## config.mk

```make
export PLATFORM = sky130hd
export DESIGN_NAME = int_to_fp_seq
export DESIGN_NICKNAME = d
export VERILOG_FILES = /design/src/rtl/int_to_fp_seq.sv
export SDC_FILE = /design/constraint.sdc
export NUM_CORES = 1
export LEC_CHECK = 0
export CORE_ASPECT_RATIO = 1.4
export CORE_UTILIZATION = 40
export DETAILED_ROUTE_END_ITERATION = 8
export HOLD_SLACK_MARGIN = 0.03
export PLACE_DENSITY_LB_ADDON = 0.3
export SLEW_MARGIN = 0
export SYNTH_ARGS = -nofsm -noshare
export SYNTH_HDL_FRONTEND = slang
export SYNTH_SLANG_ARGS = --single-unit
```

## constraint.sdc

```tcl
create_clock -name clk -period 3.1 [get_ports clk]
set_input_delay 0.31 -clock clk [delete_from_list [all_inputs] [get_ports clk]]
set_output_delay 0.31 -clock clk [all_outputs]
set_load 0.1 [all_outputs]
```

## src/rtl/int_to_fp_seq.sv

```systemverilog
// Multi-cycle integer to IEEE-754 single converter.
// Normalises one bit per clock, then rounds in a single cycle.
module int_to_fp_seq #(
  parameter bit SIGNED = 1'b1,
  parameter bit RNE_EN = 1'b1
) (
  input  logic        clk,
  input  logic        rst_n,
  input  logic [31:0] in_data,
  input  logic        in_valid,
  output logic        in_ready,
  output logic [31:0] out_data,
  output logic        out_valid,
  input  logic        out_ready
);

  typedef enum logic [1:0] {
    IDLE,
    NORM,
    ROUND,
    DONE
  } state_t;

  state_t      state;
  state_t      nxt;
  logic [31:0] mag;
  logic [7:0]  expo;
  logic        sign;

  logic        neg;
  logic [31:0] abs_in;
  logic [22:0] mant;
  logic        grd;
  logic        stk;
  logic        inc;
  logic [23:0] mant_r;
  logic [7:0]  exp_r;

  assign neg    = SIGNED & in_data[31];
  assign abs_in = neg ? (~in_data + 32'd1) : in_data;

  // 0x80000000 negates to itself, which is the correct magnitude
  assign mant   = mag[30:8];
  assign grd    = mag[7];
  assign stk    = |mag[6:0];
  assign inc    = RNE_EN & grd & (stk | mant[0]);
  assign mant_r = {1'b0, mant} + {23'd0, inc};
  assign exp_r  = expo + {7'd0, mant_r[23]};

  always_ff @(posedge clk or negedge rst_n) begin
    if (!rst_n) begin
      state <= IDLE;
    end else begin
      state <= nxt;
    end
  end

  always_comb begin
    nxt = state;
    unique case (state)
      IDLE: begin
        if (in_valid) nxt = NORM;
      end
      NORM: begin
        if (mag == 32'd0)  nxt = DONE;
        else if (mag[31])  nxt = ROUND;
      end
      ROUND: nxt = DONE;
      DONE: begin
        if (out_ready) nxt = IDLE;
      end
    endcase
  end

  always_comb begin
    in_ready = rst_n & (state == IDLE);
  end

  always_ff @(posedge clk or negedge rst_n) begin
    if (!rst_n) begin
      mag       <= 32'd0;
      expo      <= 8'd0;
      sign      <= 1'b0;
      out_data  <= 32'd0;
      out_valid <= 1'b0;
    end else begin
      unique case (state)
        IDLE: begin
          if (in_valid) begin
            sign <= neg;
            mag  <= abs_in;
            expo <= 8'd158;
          end
        end
        NORM: begin
          if (mag == 32'd0) begin
            out_data  <= 32'd0;
            out_valid <= 1'b1;
          end else if (!mag[31]) begin
            mag  <= mag << 1;
            expo <= expo - 8'd1;
          end
        end
        ROUND: begin
          out_data  <= {sign, exp_r, mant_r[22:0]};
          out_valid <= 1'b1;
        end
        DONE: begin
          if (out_ready) out_valid <= 1'b0;
        end
      endcase
    end
  end

endmodule
```

### Word-level counts from Yosys, hierarchy flattened

Cells that the tools add are included.

| operators by class | value |
|---|---|
| add/sub/neg operators | 4 |
| equal/unequal tests | 9 |
| bitwise gates (word level) | 4 |
| multiplexer cells | 19 |
| reduce and logical (&&, ||, !) cells | 12 |

Operators with widths:

| cell | number |
|---|---|
| 32-bit 2-to-1 mux | 5 |
| 32-bit case mux with 2 select lines | 2 |
| 32-bit by 1-bit adder with 32-bit output, second input constant | 1 |
| 32-bit logical NOT | 1 |
| 32-bit NOT | 1 |
| 23-bit by 1-bit adder with 24-bit output | 1 |
| 8-bit 2-to-1 mux | 3 |
| 8-bit case mux with 2 select lines | 1 |
| 2-bit != test, second input constant | 5 |
| 3-bit AND reduction | 3 |
| 8-bit by 1-bit adder with 8-bit output | 1 |
| 2-bit 2-to-1 mux | 4 |
| 2-bit case mux with 4 select lines | 1 |
| 8-bit by 1-bit subtractor with 8-bit output, second input constant | 1 |
| 7-bit OR reduction | 1 |
| 2-bit equality test, second input constant | 2 |
| 2-bit AND reduction | 2 |
| 4-bit AND reduction | 1 |
| 2-bit nonzero test | 2 |
| 3-bit != test, second input constant | 1 |
| 1-bit case mux with 3 select lines | 1 |
| 3-bit nonzero test | 1 |
| 1-bit AND | 2 |
| 2-bit by 1-bit equality test with 1-bit output, second input constant | 1 |
| other kinds (3) | 4 |

| word-level totals | value |
|---|---|
| word-level logic and storage cells | 55 |
| flip-flop bits (word level) | 76 |
| output and inout bits | 34 |
| input bits | 36 |

### Logic depth before layout (Yosys ltp)

Gate-level depths: netlist (run 1).

| logic depth | value |
|---|---|
| word-level depth | 6 |
| gate-level depth with buffers | 11 |
| depth with buffers taken out | 10 |

### Least setup slack after synthesis (run 1)

No wires, ideal clock.

| timing path | value |
|---|---|
| path kind | register to register |
| from | register state[0] |
| to | register mag[10] |
| clock period less this slack | 2.580 ns |
| arrival time | 2.455 ns |
| required time | 2.975 ns |
| cell stages (with the launch flop) | 9 |
| setup slack | 0.520 ns |
| buffers on the path | 1 |
| library setup time | 0.125 ns |
| cells stage by stage | dfrtp_1 -> inv_1 -> ha_1 -> nand2_1 -> o21ai_1 -> o21ai_0 -> nor2_1 -> buf_2 -> mux2_2 |

| on the way | value |
|---|---|
| longest elaborated chain between the ends | 3 |
| elaborated cells on any way between the ends | 8 |
| those cells by class | eq/ne (4); mux (1); reduce/logical (3) |

RTL lines:

| item | RTL line | source |
|---|---|---|
| from (decl) | 24 | `state_t state;` |
| from (signal assigned) | 54 | `state <= nxt;` |
| 2-bit by 1-bit equality test with 1-bit output or 2-bit logical NOT (tied branches) | 87 | `unique case (state)` |
| 2-bit != test (no line) or 2-bit nonzero test (tied branches) | - |  |
| 4-bit AND reduction (no line) | - |  |
| to (signal assigned) | 91 | `mag <= abs_in;` |
| to (signal assigned) | 100 | `mag <= mag << 1;` |
| to (decl) | 26 | `logic [31:0] mag;` |

Parallel ways exist; a longest one is shown, timed or not.
A chain may end at the register's enable or synchronous reset.

### Worst setup path after layout (run 1)

| timing path | value |
|---|---|
| from | register state[1] |
| to | register mag[3] |

The elaborated chain is that of the path after synthesis.

==> metrics.md, run 1 <==
| Metric | Value |
|---|---|
| Status | `completed` |
| PortBufs | `69` |
| First drt pass iteration count | `5` |
| Area Growth Syn to Fin | `25.6%` |
| Unrepaired setup endpoints after global routing | `false` |
| Die area | `0.0127 mm2` |
| # Max-Cap Violations | `0` |
| GR Util All Layers | `21.7%` |
| Post-DP HPWL | `9.91 mm` |
| Hold buffer count at CTS | `1` |
| Async SR Flop Fraction | `100%` |
| # IOs | `70` |
| Worst-Margin Slew | `0.977 ns` |
| CTS tree | `yes` |
| Hold_ws | `0.474 ns` |
| Final Skew | `0.00501 ns` |
| Part of the Yosys area used for sequential elements | `38.8%` |
| Post-Place Setup Slack | `0.220 ns` |
| Post-synth EDFFs | `0` |
| CP required | `3.32 ns` |
| Residual DRC | `0` |
| P_leak | `0.00245 uW` |
| N_diodes | `0` |
| Gr ovfl total | `0` |
| Post-route worst setup slack | `0.439 ns` |
| Vias in the first global route | `4,220` |
| Max VDD drop | `0.000516 V` |
| Minimum clock period | `2.66 ns` |
| Net count after synthesis | `585` |
| Num CTS Buffers | `9` |
| Fin crit share | `85.9%` |
| Most frequent cells in the layout | `76 x dfrtp_1, 60 x nand2_1, 59 x clkdlybuf4s50_1` |
| Rows | `47` |
| First-pass GRT wire length | `21.3 mm` |
| WS Path Type | `flip-flop to flip-flop` |
| # setup viols final | `0` |
| Clock Sinks | `76` |
| Register area | `0.00190 mm2` |
| Post-CTS setup repair buffer count | `0` |
| Clk_lat worst skew | `0.34 ns` |
| Remaining antenna violation count after routing | `0` |
| Per-cell routed wire length | `17.0 um` |
| Gp weighted congestion | `0.885` |
| Setup_tns | `0 ns` |
| Via density | `5.82` |
| Yosys reg bits | `76` |
| # H-tree levels | `3` |
| CP Max Fanout | `10` |
| F_max | `376 MHz` |
| Largest net degree at the start of global routing | `41` |
| Root buffer cell | `clkbuf_16` |
| Cts repair resizes | `0` |
| Initial Util | `41.3%` |
| Main synth FF type | `dfrtp_1` |
| Via count | `4,430` |
| Setup crit end kind | `flip-flop` |
| Most common cell after layout, fill and taps aside | `dfrtp_1` |
| Cells after Synth | `539` |
| DR iter-0 viols | `258` |
| Clock transition at path regs | `0.06 ns` |
| End-of-flow core utilization | `51.9%` |
| Max-slew headroom | `34.7%` |
| Count of different cell masters after synthesis | `57` |
| Die Y-Extent | `133 um` |
| Initial antenna violation count | `0` |
| Layout cells sized above 1 | `13.8%` |
| Multi-input gate area | `0.00281 mm2` |
| Filler instances | `1,110` |
| Routed wire length | `12.9 mm` |
| Yosys warns | `0` |
| Worst path arrival time | `2.88 ns` |
| Chip Width | `95.6 um` |
| Crit start category | `flip-flop` |
| Final Hold Fails | `0` |
| Max-slew violation count | `0` |
| Mean Syn Cell Area | `9.10 um2` |
| CORE AREA | `0.0119 mm2` |
| Cell area after synthesis | `0.00491 mm2` |
| Power Dens Cells | `1100 mW/mm2` |
| Clock Path Buffers | `2` |
| Final layout net count | `656` |
| Hold Crit Class | `input pin to async pin` |
==> cells in the mapped netlist, types with 9 or more instances <==
| library cell | instances | area (um2) |
|---|---|---|
| ha_1 | 10 | 125 |
| o31ai_1 | 23 | 173 |
| xor2_1 | 29 | 254 |
| a221oi_1 | 9 | 78.8 |
| nand3_1 | 21 | 105 |
| nand4_1 | 9 | 56.3 |
| inv_1 | 19 | 71.3 |
| clkbuf_1 | 26 | 97.6 |
| nand2_1 | 60 | 225 |
| xnor2_1 | 25 | 219 |
| or3_1 | 10 | 62.6 |
| nor2_1 | 22 | 82.6 |
| dfrtp_1 | 76 | 1900 |
| mux2_2 | 15 | 169 |
| nor3_1 | 18 | 90.1 |
| o21ai_0 | 43 | 215 |
| nor4_1 | 14 | 87.6 |
==> path summary, 6_finish.rpt <==
check	from	to	slack, ns	cells past startpoint
max	state[1]	mag[3]	0.44	8
min	rst_n	state[1]	0.47	2
max reg2reg	state[1]	mag[3]	0.44	8
min reg2reg	out_data[13]	out_data[13]	0.48	2
max in group asynchronous	rst_n	out_data[9]	1.74	3
min in group clk	out_data[13]	out_data[13]	0.48	2
==> area by class of cell <==
type,instances,area share [%]
clock buffer,10,3.88
clock inverter,5,1.63
inverter,21,1.28
multi-input combinational,411,45.6
sequential,76,30.9
tap,147,2.99
timing repair buffer,91,13.7
==> flip-flops by register name (all words and copies together), names as in the netlist <==
name and cells:
out_valid 1, state 2, sign 1, out_data 32, mag 32, expo 8
==> cell families after synthesis <==
logic type	share of synthesized area, %
buffers and inverters	4.34
DFF	38.8
xor gates and xnor gates	9.64
AOI/OAI and AO/OA	18.3
adders and majority gates	2.55
muxes	4.46
and+or+nand+nor	22.0
==> critical path, stage by stage (launching register included) <==
cell and delay [ns]:
dfrtp_1 0.41, inv_1 0.10, ha_1 0.20, inv_1 0.20, buf_4 0.22, o21ai_0 0.11
nor2_1 0.63, buf_4 0.31, mux2_2 0.35
==> through the flow <==
stage          instances  power [uW]  cell area (um2)
2_1_floorplan        539        4530             4910
3_3_place_gp         745        5500             5810
3_5_place_dp         745        5580             5810
4_1_cts              761        6800             6160
5_1_grt              761        7150             6160
6_report             761        6770             6160
==> where the power goes <==
group	internal, uW	total, uW	switching, uW
sequential	1410	1880	472
clock	801	1200	400
combinational	1190	3690	2500
total	3400	6770	3380
==> routing by layer <==
metal  track usage (%)  part of all wire, %  vias up
li1                  -                    -     2130
met3              3.39                  4.7       33
met4              10.2                  3.7        0
met5                 0                    0        -
met2              36.2                   51      157
met1              26.8                   40     2110
(Power assumes the default switching activity.)
==> run 2, diff against run 1 <==
--- a/config.mk
+++ b/config.mk
@@ -6,7 +6,7 @@
 export NUM_CORES = 1
 export LEC_CHECK = 0
 export CORE_ASPECT_RATIO = 1.4
-export CORE_UTILIZATION = 40
+export CORE_UTILIZATION = 42
 export DETAILED_ROUTE_END_ITERATION = 8
 export HOLD_SLACK_MARGIN = 0.03
 export PLACE_DENSITY_LB_ADDON = 0.3
==> run 2 against run 1 <==
Net effect:
- via count decreased by 1.1%
- flip-flop and latch count is the same
- clock power shrank 14%
- clock skew is 0.0018 ns higher
- sequential power hardly changed
- critical path depth did not move
- first-iteration DRC count up 34%
- worst hold slack got worse by 0.064 ns
==> metrics.md, run 2 (synthesis gave the netlist of run 1 again) <==
| Metric | Value |
|---|---|
| Status | `completed` |
| N_diodes | `0` |
| First-pass GRT wire length | `20.9 mm` |
| GR Util All Layers | `21.8%` |
| Final layout net count | `656` |
| Worst-Margin Slew | `0.982 ns` |
| F_max | `365 MHz` |
| # IOs | `70` |
| Most frequent cells in the layout | `76 x dfrtp_1, 60 x nand2_1, 60 x clkdlybuf4s50_1` |
| WS Path Type | `flip-flop to flip-flop` |
| Internal Pwr Total | `3250 uW` |
| Most common cell after layout, fill and taps aside | `dfrtp_1` |
| Largest net degree at the start of global routing | `56` |
| Fin cells | `759` |
| Clk_lat worst skew | `0.33 ns` |
| Setup crit end kind | `flip-flop` |
| Layout cells sized above 1 | `13.5%` |
| Minimum clock period | `2.74 ns` |
| Max-slew headroom | `34.3%` |
| Via count | `4,382` |
| Regs by FF count | `mag x32, out_data x32, expo x8` |
| Post-DP HPWL | `9.74 mm` |
| Area Growth Syn to Fin | `24.8%` |
| Power Total | `6590 uW` |
| P_sw | `3350 uW` |
| # H-tree levels | `3` |
| Flop pwr share | `28.6%` |
| Placed cell areas | `0.00581 mm2` |
| Die Y-Extent | `130 um` |
| Residual DRC | `0` |
| Setup_tns | `0 ns` |
| DP Cell Count | `742` |
| Clock Sinks | `76` |
| Per-cell routed wire length | `16.5 um` |
| P_leak | `0.00243 uW` |
| Power Dens Cells | `1080 mW/mm2` |
| Unrepaired setup endpoints after global routing | `false` |
| Share of total power in the clock network | `15.6%` |
| Final Hold Fails | `0` |
| CTS tree | `yes` |
| # setup viols final | `0` |
| PortBufs | `69` |
| Vias in the first global route | `4,257` |
| Die area | `0.0121 mm2` |
| Gate power share | `55.9%` |
| Fin area | `0.00612 mm2` |
| CP required | `3.31 ns` |
| Initial Util | `43.3%` |
| Clock transition at path regs | `0.06 ns` |
| Gp weighted congestion | `0.904` |
| Final Skew | `0.00680 ns` |
| Net Sw Frac | `50.8%` |
| Worst path arrival time | `2.95 ns` |
| Fin crit share | `88.3%` |
| CORE AREA | `0.0113 mm2` |
| CP Max Fanout | `10` |
| Post-CTS setup repair buffer count | `0` |
| DR iter-0 viols | `346` |
| Rows | `46` |
| Gr ovfl total | `0` |
| Max VDD drop | `0.000443 V` |
| Num CTS Buffers | `9` |
| Routed wire length | `12.6 mm` |
| Max-slew violation count | `0` |
| Via density | `5.77` |
| Clock Path Buffers | `2` |
| Crit start category | `flip-flop` |
| Initial antenna violation count | `0` |
| # Max-Cap Violations | `0` |
| Root buffer cell | `clkbuf_16` |
| Remaining antenna violation count after routing | `0` |
| Chip Width | `93.3 um` |
| First drt pass iteration count | `5` |
| Hold Crit Class | `input pin to async pin` |
-- run 2: cell types whose count changed in the layout (fill, tap and decap cells not counted) --
cell / delta
clkbuf_8: +4
bufinv_16: -3
clkbuf_1: +2
clkinv_2: -2
buf_4: -1
clkdlybuf4s50_1: +1
-- run 2: metal layers --
metal | track usage [%] | up-vias | routed length, um
li1 | - | 2133 | -
met2 | 38.4 | 136 | 6310
met5 | 0 | - | 0
met1 | 26.1 | 2086 | 5230
met3 | 3.03 | 27 | 584
met4 | 10.4 | 0 | 434
-- run 2: metrics by stage --
stage	setup slack [ns]	util, %	hold WS [ns]
after CTS	0.369	54.0	0.428
after global placement	0.223	51.2	0.223
after floorplan	0.520	-	0.0144
final	0.362	54.0	0.410
after detailed placement	0.163	51.2	0.224
after global routing	0.138	54.0	0.455
-- run 2: final timing paths --
check	endpoint	slack (ns)	depth (start not counted)	from
max in group asynchronous	out_data[13]	1.69	3	rst_n
min in group clk	out_data[22]	0.48	2	out_data[22]
min	mag[15]	0.41	2	rst_n
min reg2reg	out_data[22]	0.48	2	out_data[22]
max	mag[4]	0.36	8	state[1]
max reg2reg	mag[4]	0.36	8	state[1]
-- run 2: area by class of cell --
cell class,instances,area [um2]
clock buffers,16,302
fillers,994,5220
inverters,21,78.8
multi-input cells,411,2810
flip-flops and latches,76,1900
well taps,144,180
repair buffers,91,848
-- run 2: timing repair --
item | in CTS | in global routing
hold endpoints to repair | 21 | 0
gates resized for setup | 0 | 0
hold buffers | 1 | 0
-- run 2: power by group through the flow --
stage	Sequential, uW	Clock, uW	Combinational, uW
final	1880	1030	3680
after global routing	1950	1080	3930
after CTS	1880	1030	3690
after detailed placement	1890	0	3680
after global placement	1870	0	3620
after floorplan	2940	0	1590
-- run 2: critical path, stage by stage, from the launching register on --
cell	delay [ns]
dfrtp_1	0.42
inv_1	0.12
ha_1	0.18
inv_1	0.15
o21ai_1	0.20
o21ai_0	0.23
nor2_1	0.66
buf_4	0.31
mux2_2	0.35
